===== src/rtl/multicycle_alu.sv =====
// multicycle_alu: 32-bit ALU with registered result/flags and an iterative SLL/SRL shifter.
// Define MULTICYCLE_ALU_BARREL_SHIFT_EN to replace the iterative shifter with a one-cycle barrel shift.
module multicycle_alu (
  input  logic        clk,
  input  logic        reset,
  input  logic        Start,
  input  logic [3:0]  ALUOperation,
  input  logic [31:0] A,
  input  logic [31:0] B,
  input  logic [4:0]  Shamt,
  output logic [31:0] ALUResult,
  output logic        Zero,
  output logic        Busy,
  output logic        Done,
  output logic        Invalid
);

  typedef enum logic [1:0] {IDLE, SHIFT, DONE} state_t;

  localparam logic [3:0] OP_AND = 4'b0000;
  localparam logic [3:0] OP_OR  = 4'b0001;
  localparam logic [3:0] OP_LUI = 4'b0010;
  localparam logic [3:0] OP_ADD = 4'b0011;
  localparam logic [3:0] OP_SLL = 4'b0100;
  localparam logic [3:0] OP_NOR = 4'b0101;
  localparam logic [3:0] OP_SRL = 4'b0110;
  localparam logic [3:0] OP_SUB = 4'b0111;

  state_t      state, state_n;
  logic        exec_q;
  logic [3:0]  op_q;
  logic [31:0] a_q, b_q;
  logic [4:0]  shamt_q;

  logic        capture, is_shift, start_shift, finish;
  logic [31:0] op_result, shift_step, fin_result;
  logic        op_invalid, fin_invalid;

  // exec_q marks the cycle right after a capture, when the operands are evaluated
  assign Busy    = (state == SHIFT) || exec_q;
  assign Done    = (state == DONE);
  assign capture = Start && !Busy;

  assign is_shift   = (op_q == OP_SLL) || (op_q == OP_SRL);
  assign shift_step = (op_q == OP_SLL) ? (b_q << 1) : (b_q >> 1);

`ifdef MULTICYCLE_ALU_BARREL_SHIFT_EN
  assign start_shift = 1'b0;
`else
  assign start_shift = is_shift && (shamt_q != '0);
`endif

  always_comb begin
    op_result  = '0;
    op_invalid = 1'b0;
    case (op_q)
      OP_AND: op_result = a_q & b_q;
      OP_OR:  op_result = a_q | b_q;
      OP_LUI: op_result = {b_q[15:0], 16'h0000};
      OP_ADD: op_result = a_q + b_q;
`ifdef MULTICYCLE_ALU_BARREL_SHIFT_EN
      OP_SLL: op_result = b_q << shamt_q;
      OP_SRL: op_result = b_q >> shamt_q;
`else
      OP_SLL, OP_SRL: op_result = b_q;
`endif
      OP_NOR: op_result = ~(a_q | b_q);
      OP_SUB: op_result = a_q - b_q;
      default: op_invalid = 1'b1;
    endcase
  end

  always_comb begin
    state_n     = state;
    finish      = 1'b0;
    fin_result  = op_result;
    fin_invalid = op_invalid;
    unique case (state)
      IDLE: begin
        if (exec_q) begin
          if (start_shift) begin
            state_n = SHIFT;
          end else begin
            state_n = DONE;
            finish  = 1'b1;
          end
        end
      end
      SHIFT: begin
        // shamt_q counts remaining shifts; the last step completes directly
        if (shamt_q == 5'd1) begin
          state_n     = DONE;
          finish      = 1'b1;
          fin_result  = shift_step;
          fin_invalid = 1'b0;
        end
      end
      DONE:    state_n = IDLE;
      default: state_n = IDLE;
    endcase
  end

  always_ff @(posedge clk or negedge reset) begin
    if (!reset) begin
      state <= IDLE;
    end else begin
      state <= state_n;
    end
  end

  always_ff @(posedge clk or negedge reset) begin
    if (!reset) begin
      exec_q    <= 1'b0;
      op_q      <= '0;
      a_q       <= '0;
      b_q       <= '0;
      shamt_q   <= '0;
      ALUResult <= '0;
      Zero      <= 1'b1;
      Invalid   <= 1'b0;
    end else begin
      exec_q <= capture;
      if (capture) begin
        op_q    <= ALUOperation;
        a_q     <= A;
        b_q     <= B;
        shamt_q <= Shamt;
      end else if (state == SHIFT) begin
        b_q     <= shift_step;
        shamt_q <= shamt_q - 5'd1;
      end
      if (finish) begin
        ALUResult <= fin_result;
        Zero      <= (fin_result == '0);
        Invalid   <= fin_invalid;
      end
    end
  end

endmodule


===== config.mk =====
export PLATFORM = sky130hd
export DESIGN_NAME = multicycle_alu
export DESIGN_NICKNAME = d
export VERILOG_FILES = /design/src/rtl/multicycle_alu.sv
export SDC_FILE = /design/constraint.sdc
export NUM_CORES = 1
export LEC_CHECK = 0
export BUFFER_PORTS_ARGS = -buffer_cell sky130_fd_sc_hd__buf_2
export CORE_MARGIN = 2
export CORE_UTILIZATION = 56
export DETAILED_ROUTE_END_ITERATION = 10
export PLACE_DENSITY = 0.77
export SYNTH_ARGS = -nofsm -noshare
export SYNTH_HDL_FRONTEND = slang
export SYNTH_SLANG_ARGS = --single-unit

===== constraint.sdc =====
create_clock -name clk -period 5.3 [get_ports clk]
set_clock_uncertainty 0.2 [all_clocks]
set_input_delay 0.265 -clock clk [delete_from_list [all_inputs] [get_ports clk]]
set_output_delay 0.265 -clock clk [all_outputs]
set_load 0.02 [all_outputs]

Yosys cells after proc, flatten, opt, wreduce, memory -nomap -nowiden:

Cells that the tools add are included.

* equal/unequal tests: 12
* add/subtract/negate cells: 3
* bitwise operators: 3
* muxes and demuxes: 19
* reductions and logical operators: 13

Operator list (count)
* $pmux W32 S7: 1
* $mux W32: 5
* $add A32 B32 Y32: 1
* $and A32 B32 Y32: 1
* $logic_not A32 Y1: 1
* $not A32 Y32: 1
* $or A32 B32 Y32: 1
* $sub A32 B32 Y32: 1
* $eq A4 B3 Y1 const B: 4
* $mux W5: 2
* $eq A4 B2 Y1 const B: 2
* $reduce_or A8 Y1: 1
* $mux W1: 6
* $mux W2: 3
* $eq A5 B1 Y1 const B: 1
* $reduce_bool A5 Y1: 1
* $sub A5 B1 Y5 const B: 1
* $eq A4 B1 Y1 const B: 1
* $logic_not A4 Y1: 1
* $pmux W2 S2: 1
* $eq A2 B1 Y1 const B: 1
* $eq A2 B2 Y1 const B: 1
* $logic_and A1 B1 Y1: 2
* $logic_not A2 Y1: 1
* 8 further kinds: 9

* logic and storage cells: 59
* register bits: 110
* input port bits: 76
* output and inout port bits: 36

Depth between registers and ports, before layout:

Gate-level depths: netlist (run 1).

* depth in word-level cells: 6
* mapped depth: 23
* mapped depth without buffers: 22

Worst setup path before layout (run 1):

No wires, ideal clock.

* kind: register to register
* start: register op_q[2]
* end: register Zero
* cell stages (with the launch flop): 18
* arrival time: 4321 ps
* setup slack: 718 ps
* buffers on the path: 4
* setup time: 61 ps
* period minus slack after synthesis: 4582 ps
* required time: 5039 ps
* cell sequence: dfrtp_1 -> clkbuf_1 -> buf_1 -> clkbuf_1 -> nand2_1 -> clkbuf_1 -> a21o_1 -> fa_1 -> or2b_1 -> a21oi_1 -> a211o_1 -> a41oi_2 -> xor2_1 -> o221ai_1 -> a2111oi_4 -> nand4_1 -> nor4_2 -> a32o_2

* word-level cells in the longest chain between the ends: 6
* elaborated cells between the ends (all ways): 19
* classes of those cells: eq/ne (7); mux (7); reduce/logical (5)

Ends and longest elaborated chain
* from (decl): RTL line 31 `logic [3:0] op_q;`
* from (signal assigned): RTL line 124 `op_q <= ALUOperation;`
* $eq A4 B3 Y1, on equally long branches: RTL line 44, 45, 56
* $reduce_or A2 Y1 or $logic_or A1 B1 Y1 (tied branches)
* $pmux W32 S7 or $logic_and A1 B1 Y1 (tied branches): RTL line 56, 50
* $mux W32 or $mux W1 (tied branches): RTL line 91, 81
* $mux W32 or $mux W1 (tied branches): RTL line 78, 80
* $logic_not A32 Y1 or $pmux W1 S2 (tied branches): RTL line 134, 78
* to (signal assigned): RTL line 134 `Zero <= (fin_result == '0);`
* to (decl): RTL line 12 `output logic Zero,`

Several ways; a longest one is shown, not always the timed one.
A chain may end at the register's enable or synchronous reset.

Final worst setup path (run 1):

* start: register op_q[0]
* end: register Zero

Same word-level chain as after synthesis.

==> results by group, run 1 <==
Outcome
  – Status: complete, no violations

STA
  – Max-slew violation count: 0
  – Headroom to the max-slew limit: 0.282
  – Period minus WS final: 5010 ps
  – RSZ-0062 raised after global routing: no
  – Setup TNS: 0 ps
  – Count of final hold-check violations: 0
  – Fin crit share: 0.945
  – Max Fclk: around 0.2 GHz
  – Worst slew pin tran: 1070 ps
  – Final setup fails: 0

Placement
  – Gpl congestion: roughly 1.1
  – Port Buffers: 111
  – Post-DP HPWL: ~25000 um

Clock tree
  – TritonCTS Buffers: 9
  – Worst-skew pair later-pin latency: 370 ps
  – Clock buffer depth: 2
  – Setup Fix Bufs, Post-CTS: 0
  – CTS clk-pin slew, worst paths: 80 ps
  – CTS tree: yes
  – H-tree depth: 3
  – Clock root buffer: clkbuf_16
  – Clk sinks: 110

Drt
  – Routed WL per cell: about 23 um
  – DRC errors left: 0
  – Vias per cell: around 6.6
  – Initial DRC count: roughly 1400
  – Drt first pass iters: 5
  – DR vias: between 10000 and 15000
  – Antenna violation net count after detailed routing: 0
  – Final WL: about 36000 um

Logic synthesis
  – Post-synth ARST share: 1.00
  – Syn Std Cell Area: around 9000 sq um
  – Average size of a mapped cell: 7.66 sq um
  – Top FF cell, synth: dfrtp_1
  – Post-Syn Instances: approximately 1200
  – Synth warn: 0
  – #FFs+latches synth: 110
  – Sequential area share after synthesis: 0.303
  – EDFF count, synth: 0
  – Yosys cell types: roughly 80
  – Syn Nets: between 1000 and 1500

Setup path
  – CP Capture Type: register
  – Crit Path Class: register to register
  – WP data arrival: ~5100 ps
  – Critical R2R Launch: op_q[0]
  – Critical Path RT: between 5000 and 6000 ps
  – R2R setup slack: roughly 290 ps
  – CP Launch Type: register
  – R2R cell count: 17
  – Critical path peak fanout: 14
  – Worst flop-to-flop path endpoint: Zero

Finish
  – Layout Utilization: 0.687
  – Most frequent cells in the layout: nand2_1 (176), a21oi_1 (118), buf_2 (110)
  – Layout area overhead: 20.0%
  – Share of post-route cells with drive strength above 1: 0.151
  – Multi-input gate area: ~5900 sq um
  – Fillcell total: approximately 1300
  – Final #Nets: 1435
  – # diodes: 0
  – Most common cell after layout, fill and taps aside: nand2_1
  – Register Area: around 2800 sq um

Flow run
  – Max cap viols: 0

Floorplan
  – Initial Utilization: 0.572
  – Total die area: between 15000 and 20000 sq um
  – I/O pin count: between 100 and 150
  – Die height: around 130 um
  – Horiz. Die Dim: ~130 um
  – CORE AREA: roughly 16000 sq um
  – Rows: 46

Power
  – Worst vdd ir: between 0.4 and 0.5 mV
  – Leak: between 4 and 5 nW
  – PwrDens: 818 nW/um^2

Hold path
  – Hold Path Class: input pin to register
  – HP Start: B[15]
  – Hold Crit Endpoint: b_q[15]
  – Cells on Worst Hold Path: 3

Global routing
  – Vias in the first global route: about 9500
  – Initial antenna violation count: 0
  – Aggregate global-route resource usage: 0.409
  – Global route overflow: 0
  – First-pass GRT wire length: ~55000 um
  – Pin count of the biggest net entering global routing: 78
-- state kept, by name, summed over array words and instances, names as in the netlist --
register,cells
ALUResult,32
a_q,32
b_q,32
shamt_q,5
op_q,4
state,2
Invalid,1
Zero,1
exec_q,1
-- metal layers --
metal / up-vias / part of all wire / GRT usage
met3: 117 / 0.12 / 0.101
met1: 4758 / 0.41 / 0.571
met4: 0 / 0.045 / 0.165
li1: 4566 / - / -
met5: - / 0 / 0
met2: 699 / 0.42 / 0.608
-- area by class of cell --
type                    instances  share of cell area
repair buffers                229               0.149
well taps                     216              0.0248
clock buffers                   9              0.0206
multi-input cells             948               0.536
inverters                      24             0.00826
clock inverters                 7             0.00826
flip-flops and latches        110               0.252
-- critical path, stage by stage, from the launching register on --
cell and delay, ps:
dfrtp_1 580, inv_2 170, nor3_1 270, nand2_1 360, nor2_1 210, a21o_1 160
inv_1 60, ha_1 270, and3b_4 190, o211a_4 290, o21ai_0 510, nand2_1 230
or4b_1 560, a31oi_1 300, nor4_1 130, nand4_1 130, nor4_2 60, a32o_2 250
-- worst max-delay path by stage --
stage           end  startpoint  cells past startpoint  slack [ps]
6_report       Zero     op_q[0]                     17         290
5_1_grt        Zero      b_q[9]                     17         0.2
4_1_cts        Zero      b_q[1]                     21         410
3_5_place_dp   Zero     op_q[0]                     17         450
3_3_place_gp   Zero      b_q[9]                     15         470
2_1_floorplan  Zero     op_q[2]                     17         720
-- logic make-up after synthesis --
group                    after synthesis  share of synthesized area
AND/OR/NAND/NOR                      419                      0.211
AO/OA/AOI/OAI                        401                      0.285
buffers and inverters                129                     0.0559
flip-flops                           110                      0.303
XOR/XNOR                              52                     0.0501
adder cells (fa/ha/maj)               39                     0.0539
multiplexers                          37                     0.0411
-- power by group --
part           switching, W  internal (W)
sequential         0.000639       0.00123
clock              0.000373      0.000379
combinational       0.00394       0.00235
-- repair_timing --
action | 4_1_cts | 5_1_grt
gates resized for setup | 0 | 1
hold endpoints to repair | 137 | 0
endpoints found under the setup margin | 0 | 1
hold buffers | 73 | 0
-- synthesized netlist by cell type, types with 13 or more instances --
cell type    n  area, sq um
nand2_1    176          661
a21oi_1    118          591
dfrtp_1    109         2730
o21ai_0    101          505
nor2_1      99          372
clkbuf_1    82          308
nor3_1      45          225
ha_1        36          450
a22oi_1     35          263
mux2i_1     34          340
xor2_1      30          263
inv_1       22         82.6
xnor2_1     22          193
o31ai_1     15          113
nand2b_1    14         87.6
nand3_1     14         70.1
nor2b_1     14         87.6
buf_2       13         65.1
o22ai_1     13         81.3
-- per-stage QoR --
stage	std cells	hold WS (ps)	total power, W	cell area, sq um	setup WS, ps
floorplan	1187	-231	0.00599	9090	718
global placement	1454	238	0.00781	9860	470
detailed placement	1454	238	0.00781	9860	448
CTS	1543	12.9	0.00863	10900	412
global route	1543	56.1	0.00946	10900	0.209
finish	1543	20.5	0.00892	10900	289
(Power assumes the default switching activity.)
==> run 2: changes to the inputs <==
--- a/config.mk
+++ b/config.mk
@@ -5,6 +5,7 @@
 export SDC_FILE = /design/constraint.sdc
 export NUM_CORES = 1
 export LEC_CHECK = 0
+export ABC_AREA = 1
 export BUFFER_PORTS_ARGS = -buffer_cell sky130_fd_sc_hd__buf_2
 export CORE_MARGIN = 2
 export CORE_UTILIZATION = 56
==> run 2 against run 1 <==
  * Combinational power down 6.7%
  * Flip-flop and latch count unchanged
  * Highest routed layer unchanged
  * Final area increased by 6.4%
  * Critical path type unchanged
  * Clock power decreased by 1%
  * Global-route usage decreased by 1.9 points
  * Sequential share of layout area fell by 1.5 points
  * Area after synthesis grew 9.8%
  * First-iteration DRC count down 24%
  * Die area rose by 9.5%
==> results by group, run 2 <==
Outcome
  – Status: complete, no violations

Floorplan
  – Total die area: 18900 sq um (+9.5%)
  – Rows: 48 (+4.3%)
  – I/O pin count: 112 (unchanged)
  – CORE AREA: 17400 sq um (+9.3%)
  – Initial Utilization: 0.575 (+0.00295)
  – Die height: 138 um (+4.7%)
  – Horiz. Die Dim: 138 um (+4.7%)

Finish
  – Share of post-route cells with drive strength above 1: 0.100 (-0.0514)
  – Register Area: 2750 sq um (unchanged)
  – Most common cell after layout, fill and taps aside: nand2_1
  – # diodes: 0 (unchanged)
  – Biggest regs: ALUResult: 32 flops, a_q: 32 flops, b_q: 32 flops
  – Final #Nets: 1907 (+33%)
  – Fillcell total: 1643 (+24%)
  – Multi-input gate area: 6080 sq um (+4.0%)
  – Layout area overhead: 16.2%
  – Most frequent cells in the layout: nand2_1 (616), inv_1 (204), nor2_1 (157)

Placement
  – Port Buffers: 111 (unchanged)
  – Post-DP HPWL: 27600 um (+8.4%)
  – Dpl ws: 298 ps (-150 ps)
  – Gpl congestion: 1.07 (-2.0%)

Clock tree
  – CTS clk-pin slew, worst paths: 90 ps (about the same)
  – TritonCTS Buffers: 9 (unchanged)
  – Worst-skew pair later-pin latency: 380 ps (about the same)
  – Clk sinks: 110 (unchanged)
  – Clock root buffer: clkbuf_16
  – H-tree depth: 3 (unchanged)
  – Setup Fix Bufs, Post-CTS: 0 (unchanged)
  – Clock buffer depth: 2 (unchanged)
  – CTS tree: yes

Setup path
  – Critical R2R Launch: b_q[1]
  – Crit path largest cell delay: 530 ps (-50 ps)
  – R2R setup slack: 210 ps (-80 ps)
  – Critical Path RT: 5410 ps (about the same)
  – Crit Path Class: register to register
  – CP Launch Type: register
  – CP Capture Type: register
  – Critical path peak fanout: 7 (-7)
  – Worst flop-to-flop path endpoint: Zero
  – R2R cell count: 29 (+12)
  – Most common cell on crit path: nand2_1
  – WP data arrival: 5200 ps (+80 ps)
  – Critical path's slowest cell: dfrtp_1

Power
  – Seq pwr share: 0.219 (+0.009)
  – Switching share of power: 0.591 (+0.0354)
  – Leak: 6.33 nW (+30%)
  – Worst vdd ir: 0.356 mV (-13%)
  – Internal power: 0.00347 W (-13%)
  – Power consumption: 0.00847 W (-5.1%)
  – Switch Pwr: 0.00500 W (+0.98%)
  – Clock group share of total power: 0.088 (+0.004)
  – PwrDens: 730 nW/um^2 (-11%)
  – Combinational share of power: 0.694 (-0.012)

Drt
  – Final WL: 36600 um (+2.9%)
  – DRC errors left: 0 (unchanged)
  – Drt first pass iters: 7 (+2)
  – Initial DRC count: 1081 (-24%)
  – DR vias: 11500 (+13%)
  – Vias per cell: 5.67 (-14%)
  – Antenna violation net count after detailed routing: 0 (unchanged)
  – Routed WL per cell: 18.1 um (-22%)

STA
  – Worst slew pin tran: 1100 ps (+33.5 ps)
  – Final setup fails: 0 (unchanged)
  – Fin crit share: 0.960 (+0.0147)
  – RSZ-0062 raised after global routing: no
  – Max-slew violation count: 0 (unchanged)
  – Period minus WS final: 5090 ps (+77.9 ps)
  – Max Fclk: 0.197 GHz (-1.5%)
  – Count of final hold-check violations: 0 (unchanged)
  – Setup TNS: 0 ps (unchanged)
  – Setup WS post-layout: 211 ps (-77.9 ps)
  – Headroom to the max-slew limit: 0.262 (-0.0204)

Logic synthesis
  – Post-Syn Instances: 1659 (+40%)
  – Syn Nets: 1772 (+36%)
  – Commonest cells post-synth: nand2_1 (616), inv_1 (206), nor2_1 (159)
  – #FFs+latches synth: 110 (unchanged)
  – Top FF cell, synth: dfrtp_1
  – Synth top area share: 0.273 (-0.0268)
  – Most frequent cell after synthesis: nand2_1
  – Yosys cell types: 52 (-36%)
  – Syn Std Cell Area: 9990 sq um (+9.8%)
  – Post-synth ARST share: 1.00 (unchanged)
  – Area contributors post-synth: dfrtp_1 (27%), nand2_1 (23%), inv_1 (7.7%)
  – Synth warn: 0 (unchanged)
  – Sequential area share after synthesis: 0.276 (-0.0271)
  – Average size of a mapped cell: 6.02 sq um (-21%)
  – EDFF count, synth: 0 (unchanged)
  – Leading area contributor after synthesis: dfrtp_1

Global routing
  – Aggregate global-route resource usage: 0.390 (-0.0194)
  – GR Layer Usage met1: 0.490 (-0.0818)
  – GR Util met2: 0.636 (+0.0284)
  – Busiest grt layer: met2
  – First-pass GRT wire length: 55200 um (+0.38%)
  – Initial antenna violation count: 0 (unchanged)
  – Pin count of the biggest net entering global routing: 61 (-22%)
  – Vias in the first global route: 10400 (+9.6%)
  – Global route overflow: 0 (unchanged)
  – Met3 global-route usage: 0.0592 (-0.0422)

Hold path
  – Hold Path Class: input pin to register
  – Hold Crit Endpoint: b_q[31]
  – Cells on Worst Hold Path: 3 (unchanged)
  – HP Start: B[31]

Flow run
  – Max cap viols: 0 (unchanged)
==> run 2: changes by cell type after synthesis, moves of 20 or more <==
cell | before | now
nand3_1 | 14 | 95
inv_1 | 22 | 206
a21oi_1 | 118 | 53
o21ai_0 | 101 | 71
mux2i_1 | 34 | 0
xnor2_1 | 22 | 1
nor2_1 | 99 | 159
nand2_1 | 176 | 616
nor3_1 | 45 | 25
o21ai_1 | 2 | 31
clkbuf_1 | 82 | 37
==> run 2: kinds of logic (layout without fill, tap and decap cells) <==
kind of cell / after synthesis / in the layout / synth area share
adders and majority gates: 37 / 37 / 0.0471
and+or+nand+nor: 942 / 942 / 0.386
buffers and inverters: 287 / 427 / 0.116
AOI/OAI and AO/OA: 253 / 253 / 0.148
DFF: 110 / 110 / 0.276
xor gates and xnor gates: 30 / 30 / 0.0263
==> run 2: worst max path at each step <==
stage                start   end  slack, ps  depth (start not counted)
finish              b_q[1]  Zero        210                         29
global placement    b_q[1]  Zero        250                         29
global route        b_q[1]  Zero         10                         29
detailed placement  b_q[1]  Zero        300                         29
floorplan           b_q[1]  Zero       1570                         32
CTS                 b_q[1]  Zero        250                         29
==> run 2: layout make-up <==
class                   count  share of cell area
clock buffers               9              0.0194
clock inverters             7             0.00777
inverters                 220              0.0714
multi-input cells        1262               0.524
flip-flops and latches    110               0.237
well taps                 225              0.0243
repair buffers            191               0.115
==> run 2: per-layer routing <==
metal | wire length (um) | vias to the layer above | part of all wire
met5 | 0 | - | 0
met4 | 2150 | 0 | 0.059
met3 | 2800 | 125 | 0.076
met2 | 16900 | 600 | 0.46
li1 | - | 5562 | -
met1 | 14800 | 5199 | 0.40
==> run 2: power by group through the flow <==
stage               Sequential (W)  Combinational (W)  Clock [W]
floorplan                  0.00164            0.00427          0
detailed placement         0.00183            0.00569          0
global placement           0.00183            0.00563          0
global route               0.00188            0.00655   0.000777
finish                     0.00185            0.00587   0.000741
CTS                        0.00182            0.00576   0.000741
==> run 2: stage by stage <==
step                      std cells  hold WS, ps   util  area [sq um]
after floorplan                1659         -231      -          9990
after CTS                      2024        0.243  0.668         11600
after global routing           2024         25.1  0.668         11600
final                          2024         5.54  0.668         11600
after detailed placement       1936          164  0.608         10600
after global placement         1936          157  0.608         10600
==> run 2: what timing repair did <==
item	CTS	global route
hold endpoints to repair	121	0
resized for setup	0	2
endpoints found under the setup margin	0	1
hold buffers	72	0
==> run 2: critical path, delay by kind of cell (launching register included) <==
kind,cells,cell delay [ps]
xor+xnor,1,160
flops,1,530
simple gates,24,3210
buf+inv,2,290
fa+ha+maj,2,600
